**src/rtl/shift_pkg.sv**
```systemverilog
// Shared encodings for the sequential shift/truncate unit: operation select and FSM states.
package shift_pkg;

    typedef enum logic [2:0] {
        OP_SLL    = 3'b000,
        OP_SRL    = 3'b001,
        OP_SRA    = 3'b010,
        OP_ROL    = 3'b011,
        OP_ROR    = 3'b100,
        OP_TRUNC  = 3'b101,
        OP_TRUNCS = 3'b110,
        OP_ILL    = 3'b111
    } op_e;

    typedef enum logic [1:0] {
        ST_IDLE = 2'b00,
        ST_BUSY = 2'b01,
        ST_DONE = 2'b10
    } state_e;

endpackage

```
**src/rtl/shift_trunc_seq_trunc_mask.sv**
```systemverilog
// Combinational truncate: keeps the low k bits of value, optionally sign-extending from bit k-1.
module trunc_mask #(
    parameter  int WIDTH = 32,
    localparam int SHW   = $clog2(WIDTH)
) (
    input  logic [WIDTH-1:0] value,
    input  logic [SHW-1:0]   k,
    input  logic             sign_ext,
    output logic [WIDTH-1:0] trunc
);

    logic [WIDTH-1:0] mask;
    logic [SHW-1:0]   top_idx;
    logic             sign;

    // k = 0 gives an empty mask, and the sign bit is forced low so both flavours return zero
    always_comb begin
        mask    = ~({WIDTH{1'b1}} << k);
        top_idx = k - SHW'(1);
        sign    = sign_ext && (k != '0) && value[top_idx];
        trunc   = (value & mask) | ({WIDTH{sign}} & ~mask);
    end

endmodule

```
**src/rtl/shift_trunc_seq.sv**
```systemverilog
// Sequential shift/rotate/truncate unit: shifts move at most STEP bits per cycle through one registered stage.
module shift_trunc_seq
    import shift_pkg::*;
#(
    parameter  int WIDTH = 32,
    parameter  int STEP  = 1,
    localparam int SHW   = $clog2(WIDTH)
) (
    input  logic             clk,
    input  logic             rst_n,
    input  logic             flush,
    input  logic             in_valid,
    output logic             in_ready,
    input  logic [2:0]       op,
    input  logic [WIDTH-1:0] in1,
    input  logic [SHW-1:0]   in2,
    output logic             out_valid,
    input  logic             out_ready,
    output logic [WIDTH-1:0] result,
    output logic             zero,
    output logic             err,
    output logic             busy
);

    localparam logic [SHW:0] STEP_W  = (SHW+1)'(STEP);
    localparam logic [SHW:0] WIDTH_W = (SHW+1)'(WIDTH);

    state_e           state, state_nxt;
    op_e              op_q, op_nxt, op_in;
    logic [SHW-1:0]   rem, rem_nxt;
    logic [WIDTH-1:0] work, work_nxt;
    logic             err_q, err_nxt;
    logic [WIDTH-1:0] trunc_val;
    logic [WIDTH-1:0] shifted;
    logic [SHW:0]     s;

    assign op_in = op_e'(op);

    trunc_mask #(.WIDTH(WIDTH)) u_trunc (
        .value    (in1),
        .k        (in2),
        .sign_ext (op_in == OP_TRUNCS),
        .trunc    (trunc_val)
    );

    // One shift stage of up to STEP positions; SRA keeps the MSB, which is still the original sign bit
    always_comb begin
        s = ({1'b0, rem} > STEP_W) ? STEP_W : {1'b0, rem};
        case (op_q)
            OP_SLL:  shifted = work << s;
            OP_SRL:  shifted = work >> s;
            OP_SRA:  shifted = WIDTH'($signed(work) >>> s);
            OP_ROL:  shifted = (work << s) | (work >> (WIDTH_W - s));
            OP_ROR:  shifted = (work >> s) | (work << (WIDTH_W - s));
            default: shifted = work;
        endcase
    end

    always_comb begin
        state_nxt = state;
        op_nxt    = op_q;
        rem_nxt   = rem;
        work_nxt  = work;
        err_nxt   = err_q;
        case (state)
            ST_IDLE: begin
                if (in_valid) begin
                    op_nxt   = op_in;
                    rem_nxt  = in2;
                    work_nxt = in1;
                    err_nxt  = 1'b0;
                    case (op_in)
                        OP_SLL, OP_SRL, OP_SRA, OP_ROL, OP_ROR:
                            state_nxt = (in2 == '0) ? ST_DONE : ST_BUSY;
                        OP_TRUNC, OP_TRUNCS: begin
                            work_nxt  = trunc_val;
                            state_nxt = ST_DONE;
                        end
                        default: begin
                            err_nxt   = 1'b1;
                            state_nxt = ST_DONE;
                        end
                    endcase
                end
            end
            ST_BUSY: begin
                work_nxt = shifted;
                rem_nxt  = rem - s[SHW-1:0];
                if (rem == s[SHW-1:0])
                    state_nxt = ST_DONE;
            end
            ST_DONE: begin
                if (out_ready) begin
                    state_nxt = ST_IDLE;
                    err_nxt   = 1'b0;
                end
            end
            default: state_nxt = ST_IDLE;
        endcase
        // Flush overrides everything, including a same-edge accept or out_ready
        if (flush) begin
            state_nxt = ST_IDLE;
            op_nxt    = op_q;
            rem_nxt   = '0;
            work_nxt  = work;
            err_nxt   = 1'b0;
        end
    end

    always_ff @(posedge clk or negedge rst_n) begin
        if (!rst_n) begin
            state <= ST_IDLE;
            op_q  <= OP_SLL;
            rem   <= '0;
            work  <= '0;
            err_q <= 1'b0;
        end else begin
            state <= state_nxt;
            op_q  <= op_nxt;
            rem   <= rem_nxt;
            work  <= work_nxt;
            err_q <= err_nxt;
        end
    end

    assign in_ready  = (state == ST_IDLE);
    assign out_valid = (state == ST_DONE);
    assign busy      = (state != ST_IDLE);
    assign result    = work;
    assign zero      = (work == '0);
    assign err       = err_q;

endmodule

```
**config.mk**
```make
export PLATFORM = sky130hd
export DESIGN_NAME = shift_trunc_seq
export DESIGN_NICKNAME = d
export VERILOG_FILES = /design/src/rtl/shift_pkg.sv /design/src/rtl/shift_trunc_seq_trunc_mask.sv /design/src/rtl/shift_trunc_seq.sv
export SDC_FILE = /design/constraint.sdc
export NUM_CORES = 1
export LEC_CHECK = 0
export ABC_AREA = 1
export CELL_PAD_IN_SITES_DETAIL_PLACEMENT = 0
export CELL_PAD_IN_SITES_GLOBAL_PLACEMENT = 2
export CORE_ASPECT_RATIO = 0.6
export CORE_MARGIN = 5
export CORE_UTILIZATION = 29
export DETAILED_ROUTE_END_ITERATION = 6
export GPL_TIMING_DRIVEN = 0
export PLACE_DENSITY_LB_ADDON = 0.1
export SYNTH_ARGS = -nofsm -noshare
export SYNTH_HDL_FRONTEND = slang
export SYNTH_HIERARCHICAL = 1
export SYNTH_SLANG_ARGS = --single-unit
```
**constraint.sdc**
```tcl
create_clock -name clk -period 2.8 [get_ports clk]
set_clock_uncertainty 0.2 [all_clocks]
set_input_delay 0.42 -clock clk [delete_from_list [all_inputs] [get_ports clk]]
set_output_delay 0.42 -clock clk [all_outputs]
set_load 0.01 [all_outputs]
```
==> results of run 1 <==
-- critical path, cell delays in order, from the launching register on --
cell           delay, ps
dfrtp_2              480
nor4_4               360
nand4_1              400
nor4_2               320
dlygate4sd2_1        320
-- metrics by stage --
| step | utilization (%) | worst slack [ps] | power, mW | cell area, um^2 |
|---|---|---|---|---|
| floorplan | - | 199.0 | 3.390 | 5647 |
| global placement | 35.59 | -1173 | 5.160 | 6790 |
| detailed placement | 35.67 | -1170 | 5.104 | 6805 |
| CTS | 37.81 | 2.949 | 5.918 | 7213 |
| global route | 38.16 | -46.05 | 6.440 | 7281 |
| finish | 38.16 | -19.36 | 6.117 | 7281 |
-- area by class of cell --
cell class                 instances  area (um^2)
inverter                         109        427.9
tap                              266        332.8
clock buffer                       5        125.1
buffer                            54        374.1
timing repair buffer              97        950.9
clock inverter                     3        26.28
sequential                        43         1079
multi-input combinational        779         3965
fill                            2146        11800
-- sequential cells by signal, summed over array words and instances, names as in the netlist --
name,flops
result,32
op_q,3
err,1
state,2
rem,5
-- kinds of logic (layout without fill, tap and decap cells) --
group	Yosys count	in the layout	synth area share [%]
simple gates	614	614	48.62
buf+inv	165	268	14.00
compound gates	155	155	16.40
flops	43	43	19.06
fa+ha+maj	7	7	1.551
xor+xnor	2	2	0.3103
other cells	1	1	0.06641
-- metal layers --
metal	GRT usage (%)	share of wire, %	vias up
met2	34.16	36	375
met3	9.010	12	16
li1	-	-	3472
met5	0	0	-
met1	45.70	51	3633
met4	3.274	0.80	0
-- synthesized netlist by cell type, drive strengths merged (4+ instances only) --
cell	n
nand2	372
nand3	125
inv	108
o21ai	66
nor2	63
dfrtp	43
nand4	43
a21oi	39
buf	39
clkbuf	17
o211ai	14
a31oi	12
ha	7
nor4	7
a22oi	6
o221ai	4
o22ai	4
-- how the worst max path moves through the flow --
stage	start	to	cells after the start
3_3_place_gp	in2[0]	result[9]	18
6_report	result[30]	zero	4
4_1_cts	rem[4]	result[13]	13
3_5_place_dp	in2[0]	result[9]	18
5_1_grt	in2[4]	result[30]	13
2_1_floorplan	in2[0]	result[18]	18
-- where the power goes --
group | total, mW | leakage (nW) | internal [mW] | switching (mW)
Clock | 0.664 | 0.0752 | 0.342 | 0.322
Sequential | 1.17 | 0.524 | 0.829 | 0.340
Combinational | 4.28 | 2.84 | 1.43 | 2.86
Total | 6.12 | 3.44 | 2.60 | 3.52
-- what timing repair did --
action / in CTS / in global routing
hold buffers: 1 / 0
cloned: 1 / 0
endpoints found under the hold margin: 19 / 0
gates resized for setup: 55 / 12
pin swaps: 20 / 5
buffers inserted: 10 / 3
setup endpoints to repair: 33 / 32
==> summary by stage, run 1 <==
Status
The flow ran to the end, but the final reports show violations. The final reports fail on negative setup slack.

Yosys
The net count after synthesis is 1,039. In the post-synthesis netlist, the biggest area contributors are nand2_1 (23%), dfrtp_1 (19%), nand3_1 (11%). Synthesis produced 987 cells. After synthesis, the share of flip-flops with an asynchronous set or reset is 100.0%. The synthesized design devotes to its leading area cell type 23.47% of total area. The share of the Yosys chip area taken by registers is 19.06%. In this run the cell area of the synthesized design comes to 5647 um^2. A synthesized cell averages 5.721 um^2. Yosys printed 6 warnings. In this run, synthesis inferred 0 flip-flops with an integrated enable. The synthesized design contains 43 register bits. The post-synthesis cell type count is 46.

The primary flip-flop cell chosen by synthesis mapping is dfrtp_1. Summed over all instances, the cell type with the most area after synthesis is nand2_1.

Worst setup path
STA classifies the critical path endpoint as a primary output. STA classifies the critical path startpoint as a flop. The capturing point of the worst reg2reg path is result[13].

In this run the critical register-to-register path is launched from rem[4]. The worst endpoint data arrival time is 2200 ps. The setup slack on the worst flop-to-flop path is 110 ps. The critical path required time is 2180 ps. The critical setup path kind is flop to primary output.

The number of cells on the worst reg-to-reg path is 12. Of all nets on the critical path, the largest fanout is 6.

Hold path
The worst hold path begins at in2[0]. The worst hold path passes through 3 cells. The hold path endpoint is rem[0]. The classification of the worst-slack hold path is input pin to flop.

Power and ir drop
For this design the static power due to leakage is 3.439 nW. The worst vdd rail ir drop is 0.3741 mV. Power spread over the standard cell area amounts to 840.2 nW/um^2.

Timing
The time the worst path needs with I/O delays and setup is 2819 ps. Summed over all failing endpoints, the final setup total negative slack is -19.36 ps. The number of hold violations in the final report was 0. In this run the tightest slew margin relative to its limit is 39.89%.

The number of setup violations in the final report is 1. Of the available clock period, the critical path in the final layout requires 100.7%. The post-layout worst setup margin is -19.36 ps. The final-report max-slew violation count is 0. Setup repair after global routing could not meet its margin everywhere. The achievable clock frequency is 354.7 MHz. At the pin with the least slew margin, the transition time is 901.7 ps. Across all hold checks on the routed design, the worst slack comes to 308.9 ps.

Floorplan
The die covers 22,450 um^2. After floorplanning, the core was divided into 39 placement rows. The initial cell density of the core is 29.60%. The die width is 190.1 um. 82 I/O pins were placed. The y dimension of the die is 118.1 um. The area of the core is 19,080 um^2.

Drt
Using the TritonRoute via totals, the vias-per-cell ratio works out to 5.528. In this run, the number of DRC markers left after iteration 0 of detailed routing was 947. The count of nets left with antenna violations once routing finished came out at 0. In the routed design, unresolved DRC markers number 0. After detailed routing, the average wire length per cell comes to 23.46 um. Wires add up to 31,810 um. The via count is 7,496.

The first TritonRoute pass finished after 5 iterations.

Clock tree
After clock tree synthesis, the clock-pin slew on the worst setup and hold paths is 80 ps. The number of sinks on the clock net is 43. The later-pin clock latency in the skew report is 310 ps. The number of buffers added by the clock tree synthesis step is 5. In this run the number of H-tree levels came out at 2. The clock tree buffer depth is 2.

TritonCTS built the clock tree. The clock tree root buffer cell is clkbuf_16.

Global route
Global routing used 27.64% of the available tracks across all layers. The initial antenna violation count came to 0. The via count of the first global-routing pass is 6,983. The largest net degree at the start of global routing is 25.

The global route total overflow is 0. The first global-routing pass estimated 46,400 um of wire.

Job
The tool flagged a number of max-cap violations equal to 0.

Placement
Input and output buffers added on the ports amount to 81. The number of placed instances, taps included, is 1,335. Detailed placement finished with a half-perimeter wire length of 25,360 um.

The congestion estimate from routability-driven global placement came to 1.005.

Layout
The final layout net count is 1,141. The commonest non-fill, non-tap cell in the layout is nand2_1. The number of antenna diodes in the final layout is 0. In the layout the commonest cells are nand2_1 (353), nand3_1 (111), inv_1 (99), clkdlybuf4s50_1 (76), nor2_1 (53). The fraction of layout cells with a size suffix above 1 is 13.58%.

After the flow finishes, the layout carries non-filler instances totaling 1,356. From synthesis to final layout, the design area changed by 28.94%.
No activity file was read; power rests on OpenSTA's default activity.
==> inputs of run 2 (changes only) <==
--- a/config.mk
+++ b/config.mk
@@ -14,6 +14,7 @@
 export DETAILED_ROUTE_END_ITERATION = 6
 export GPL_TIMING_DRIVEN = 0
 export PLACE_DENSITY_LB_ADDON = 0.1
+export REMOVE_ABC_BUFFERS = 1
 export SYNTH_ARGS = -nofsm -noshare
 export SYNTH_HDL_FRONTEND = slang
 export SYNTH_HIERARCHICAL = 1
==> summary by stage, run 2 (synthesized netlist as in run 1, its figures left out) <==
Clock tree
The H-tree generated during clock tree synthesis spans 2 levels. After clock tree synthesis, the clock-pin slew on the worst setup and hold paths is 80 ps. The number of sinks on the clock net is 43. The tree is rooted in a clkbuf_16. TritonCTS built the clock tree. The later-pin clock latency in the skew report is 310 ps.

The clock tree buffer depth is 2. Buffers inserted during clock tree synthesis total 5.

Timing
The time the worst path needs with I/O delays and setup is 2789 ps. Setup violations remaining at the end of the flow were counted as 0. The post-layout worst setup margin is 10.93 ps.

The final clock period utilization by the worst path is 99.61%. At the pin with the least slew margin, the transition time is 1076 ps. The final-report max-slew violation count is 0. The worst hold margin is 317.7 ps. Setup repair after global routing could not meet its margin everywhere.

The number of hold violations in the final report came to 0. Based on the critical path, the design can be clocked at up to 358.5 MHz. Headroom to the max-slew limit came out at 28.19%.

Floorplan
The area of the core is 19,080 um^2. The die covers 22,450 um^2. The I/O pin total is 82. The die width is 190.1 um. The number of cell rows is 39. In this run the vertical extent of the chip is 118.1 um.

The initial cell density of the core is 29.60%.

Global route
The largest net degree at the start of global routing is 45. The initial antenna violation count came to 0. The first global-routing pass estimated 42,800 um of wire. Global routing used 24.84% of the available tracks. The via count of the first global-routing pass is 6,614.

The total overflow left after global routing is 0.

Placement
The final RePlAce weighted congestion is 0.8620. The number of buffers added on ports is 81. The half-perimeter wire length after detailed placement is 19,760 um. Prior to clock tree synthesis, the placed netlist has a worst setup slack of -1828 ps. Once placement completed, the tool counted placed cells totaling 1,281.

Drt
The final route contains 7,170 vias. The ratio of routed vias to standard cells is 5.465. The wire length after detailed routing is 28,620 um. The detail route stage leaves a number of antenna-violating nets equal to 0. The number of detailed-routing iterations run before antenna repair is 5. In the routed design, unresolved DRC markers number 0. In the final routed layout, each cell accounts on average for 21.81 um. The number of design-rule violations left by the first detailed-router iteration is 926.

Power and ir drop
The power per cell area is 835.7 nW/um^2. Per report_power, the combinational group accounts for 67.3% of the total. The internal portion of the total power is 2.574 mW. In this run switching power makes up 56.15% of total power.

In this run the power spent charging and discharging nets is 3.296 mW. The worst-case IR drop observed on VDD is 0.3547 mV. The clock share of power is 12.7%. The static leakage power is 3.257 nW. The sequential share of power is 20.0%.

Layout
The area overhead of the layout relative to synthesis is 24.42%. The commonest non-fill, non-tap cell in the layout is nand2_1. The final non-filler cell total is 1,312.

At the end of the flow, the number of nets in the layout was 1,097. Once layout is complete, the utilization of the core stands at 36.82%. The number of antenna diodes is 0. In the layout the commonest cells are nand2_1 (352), nand3_1 (120), inv_1 (98), clkdlybuf4s50_1 (74), nor2_1 (52). The fraction of layout cells with a size suffix above 1 is 10.33%. The register with the most flip-flops in the layout has 32 of them.

Worst setup path
Of all nets on the critical path, the largest fanout is 25. STA puts the critical path data arrival time at 2770 ps. The setup check on the worst reg-to-reg path leaves a slack of 10 ps. The type of element launching the critical path is a flop. The critical path is of the flop to flop type. The sort of element at the end of the critical path is a flop. For the worst setup path, the data required time is 2780 ps.

Hold path
The path class of the tightest hold or removal check is input pin to flop.

Job
Across the run, the number of max-cap violations was 0.

Status
The run finished with clean final reports.
run 2: cell count changes in the layout (fill, tap and decap cells not counted), moves of 3 or more:
| cell | change |
|---|---|
| nand3_2 | -8 |
| a21oi_2 | -3 |
| buf_6 | -15 |
| buf_2 | -19 |
| clkbuf_1 | -14 |
| a21oi_1 | +4 |
| nand3_1 | +9 |
| buf_4 | -3 |
| inv_4 | +3 |
| inv_6 | -3 |
run 2: cell type report:
| type | count | area, um^2 |
|---|---|---|
| Timing Repair Buffer | 100 | 998.5 |
| Sequential cell | 43 | 1077 |
| Multi-Input combinational cell | 784 | 4000 |
| Fill cell | 2176 | 12050 |
| Inverter | 109 | 435.4 |
| Clock buffer | 5 | 125.1 |
| Timing Repair inverter | 2 | 12.51 |
| Clock inverter | 3 | 43.79 |
| Tap cell | 266 | 332.8 |
run 2: power by group through the flow:
stage | Sequential (mW) | Clock, mW | Combinational (mW)
floorplan | 1.12 | 0 | 2.08
global placement | 1.14 | 0 | 3.58
detailed placement | 1.13 | 0 | 3.56
CTS | 1.17 | 0.753 | 3.79
global route | 1.21 | 0.776 | 4.25
finish | 1.18 | 0.745 | 3.95
run 2: per-stage QoR:
stage	TNS, ps	cell area (um^2)	power (mW)
detailed placement	-50670	6480	4.693
floorplan	-28.74	5273	3.196
CTS	0	6965	5.717
global placement	-86920	6416	4.720
global route	-30.92	7025	6.239
finish	0	7025	5.871
run 2: routing by layer:
metal	up-vias	track usage (%)	share of wire, %
li1	3394	-	-
met1	3395	40.69	50
met2	363	32.75	38
met3	18	6.165	11
met4	0	2.646	0.63
met5	-	0	0
run 2: final timing paths:
kind	cells past startpoint	from	end
max reg2reg	11	rem[1]	result[22]
max	11	rem[1]	result[22]
min in group asynchronous	2	rst_n	state[1]
min reg2reg	2	err	err
max in group asynchronous	3	rst_n	result[26]
min	3	in2[0]	rem[0]
run 2: what timing repair did:
action | 4_1_cts | 5_1_grt
resized for setup | 46 | 15
setup endpoints to repair | 33 | 26
hold buffers | 1 | 0
pin swaps | 6 | 1
hold endpoints to repair | 21 | 0
gates cloned | 6 | 1
setup buffers | 14 | 1
run 2: worst max-delay path, stage by stage, from the launching register on:
cell and delay (ps):
dfrtp_1 410, nor2_4 410, nand2_4 160, nor2_4 190
ha_4 320, clkinvlp_4 240, buf_4 170, nand2_1 50
nand3_1 150, nand2_1 80, a21oi_1 190, o21ai_1 80
==> inputs of run 3 (changes only) <==
--- a/config.mk
+++ b/config.mk
@@ -14,6 +14,7 @@
 export DETAILED_ROUTE_END_ITERATION = 6
 export GPL_TIMING_DRIVEN = 0
 export PLACE_DENSITY_LB_ADDON = 0.1
+export RECOVER_POWER = 100
 export REMOVE_ABC_BUFFERS = 1
 export SYNTH_ARGS = -nofsm -noshare
 export SYNTH_HDL_FRONTEND = slang
==> summary by stage, run 3 (synthesized netlist as in run 1, its figures left out) <==
Timing
Headroom to the max-slew limit came out at -0.5547%. Setup repair after global routing could not meet its margin everywhere. The time the worst path needs with I/O delays and setup is 2796 ps. The number of setup violations in the final report is 0. The final-report max-slew violation count is 22.

The worst hold margin is 315.9 ps. In the finished design, the share of the clock period the worst path needs comes to 99.85%. At the pin with the least slew margin, the transition time is 1508 ps.

The achievable clock frequency is 357.7 MHz. The number of hold violations in the final report came to 0.

Worst setup path
The capturing point of the worst reg2reg path is result[30]. Setup slack on the worst reg-to-reg path comes out at 4 ps. The worst register-to-register path begins at rem[0]. The sort of element at the end of the critical path is a flop.

STA classifies the critical path startpoint as a flop. The logic depth of the worst register-to-register path is 10. The critical path starts at rem[0].

Of all nets on the critical path, the largest fanout is 30. The setup path with the least slack is of type flop to flop. The end point of the critical path is result[30]. The worst endpoint data arrival time is 2790 ps.

The critical path required time is 2800 ps.

Clock tree
Clock tree synthesis found a total of 43 sinks. The clock reaches the later pin of the worst-skew pair after 320 ps. TritonCTS built the clock tree.

After clock tree synthesis, the clock-pin slew on the worst setup and hold paths is 80 ps. The clock passes through at most 2 buffers. The root buffer cell chosen for the clock tree is clkbuf_16. The number of buffers added by the clock tree synthesis step is 5. The total number of H-tree levels is 2.

Layout
The library cell used most frequently in the layout, excluding fill and tap cells, is nand2_1. Leaving out fill and tap cells, the most frequent cells in the layout are nand2_1 (352), nand3_1 (120), inv_1 (98), clkdlybuf4s50_1 (66), nor2_1 (52). The post-route netlist has 10.23% of its cells at a drive strength greater than 1. For this run, the post-layout net count is 1,097. The area overhead of the layout relative to synthesis is 24.40%. The number of flip-flops in the largest register is 32.

The filler cell count is 2,176. The number of antenna diodes in the final layout is 0.

Power and ir drop
In this run the power spent charging and discharging nets is 3.316 mW. IR analysis of the VDD net gives a maximum drop of 0.3541 mV. Total power for the finished layout comes to 5.877 mW.

The clock share of power is 12.7%. The internal portion of the total power is 2.561 mW. Summed over all cells, the static leakage comes to 3.263 nW. The fraction of power spent switching nets is 56.42%. The power per cell area is 836.7 nW/um^2. The combinational group share of total power is 67.2%. The sequential share of power is 20.0%.

Drt
In the routed layout, each cell is associated on average with a via count of 5.494. The via count is 7,208. In the final routed layout, each cell accounts on average for 21.92 um. The number of design-rule violations left by the first detailed-router iteration is 926.

The detail route stage leaves a number of antenna-violating nets equal to 0. The first TritonRoute pass finished after 5 iterations. The number of remaining DRC errors is 0. Summed over all layers, the routed wires come to 28,760 um.

Floorplan
The initial cell density of the core is 29.60%. The area of the core is 19,080 um^2. 82 I/O pins were placed. The die area is 22,450 um^2.

The number of cell rows is 39. The die width is 190.1 um. The y dimension of the die is 118.1 um.

Global route
The largest net degree at the start of global routing is 45. The initial antenna violation count came to 0. The via count of the first global-routing pass is 6,614. The first global-routing pass estimated 42,800 um of wire. The global route total overflow is 0. Global routing used 24.84% of the available tracks.

Placement
The number of buffers added on ports is 81. The wire-length estimate of the detail-placed layout is 19,760 um. The congestion estimate from routability-driven global placement came to 0.8620.

Status
The final reports fail on max-capacitance violations, max-slew violations. The flow ran to the end, but the final reports show violations.

Job
The count of maximum capacitance violations is 1.

Hold path
The classification of the worst-slack hold path is input pin to flop.
==> run 3: cell types whose count changed in the layout (fill, tap and decap cells not counted), sizes merged <==
cell           previous run  this run
buf                      22        21
clkdlybuf4s50            74        66
clkbuf                    6         7
dlygate4sd3               1         9
==> run 3: critical path: stages (launching register included) <==
cell	delay (ps)
dfrtp_1	500
inv_1	450
nand3_2	720
nand2_1	220
inv_1	80
nand3_1	150
nand2_1	70
nand2_1	90
nand2_1	60
nand2_1	80
a21oi_2	50
==> run 3: timing repair <==
action / CTS / global route
resized for setup: 46 / 15
endpoints found under the hold margin: 21 / 0
hold buffers: 1 / 0
pin swaps: 6 / 1
endpoints found under the setup margin: 33 / 26
setup buffers: 14 / 1
cloned: 6 / 1
==> run 3: worst min-delay path by stage <==
| stage | start | to | slack [ps] | cells past startpoint |
|---|---|---|---|---|
| 5_1_grt | in2[0] | rem[0] | 340 | 3 |
| 2_1_floorplan | rst_n | err | -80 | 0 |
| 6_report | in2[0] | rem[0] | 320 | 3 |
| 4_1_cts | in2[0] | rem[0] | 320 | 3 |
| 3_3_place_gp | op_q[2] | op_q[2] | 310 | 2 |
| 3_5_place_dp | rst_n | state[1] | 270 | 1 |
==> run 3: metal layers <==
| metal | GRT usage, % | vias up | part of all wire, % |
|---|---|---|---|
| li1 | - | 3396 | - |
| met1 | 40.69 | 3410 | 50 |
| met2 | 32.75 | 380 | 38 |
| met3 | 6.165 | 22 | 11 |
| met4 | 2.646 | 0 | 0.60 |
| met5 | 0 | - | 0 |
==> run 3: power by group through the flow <==
stage	Sequential [mW]	Combinational, mW	Clock (mW)
2_1_floorplan	1.12	2.08	0
3_3_place_gp	1.14	3.58	0
3_5_place_dp	1.13	3.56	0
4_1_cts	1.17	3.79	0.753
5_1_grt	1.21	4.24	0.776
6_report	1.18	3.95	0.748
==> run 3: final cells by class <==
cell class              count  area, um^2  area share [%]
clock inverters             3       43.79          0.6234
multi-input cells         784        4000           56.95
repair buffers            100       997.2           14.20
clock buffers               5       125.1           1.781
well taps                 266       332.8           4.738
flip-flops and latches     43        1077           15.34
inverters                 109       435.4           6.199
repair inverters            2       12.51          0.1781
==> run 3: stage by stage <==
step           TNS (ps)  utilization (%)  cell area, um^2  setup WS [ps]  std cells
6_report              0            36.82             7024          4.135       1312
5_1_grt          -30.92            36.82             7024         -27.21       1312
4_1_cts               0            36.51             6965          5.831       1310
3_5_place_dp     -50670            33.96             6480          -1828       1281
3_3_place_gp     -86920            33.63             6416          -2105       1278
2_1_floorplan    -28.74                -             5273         -26.65        931
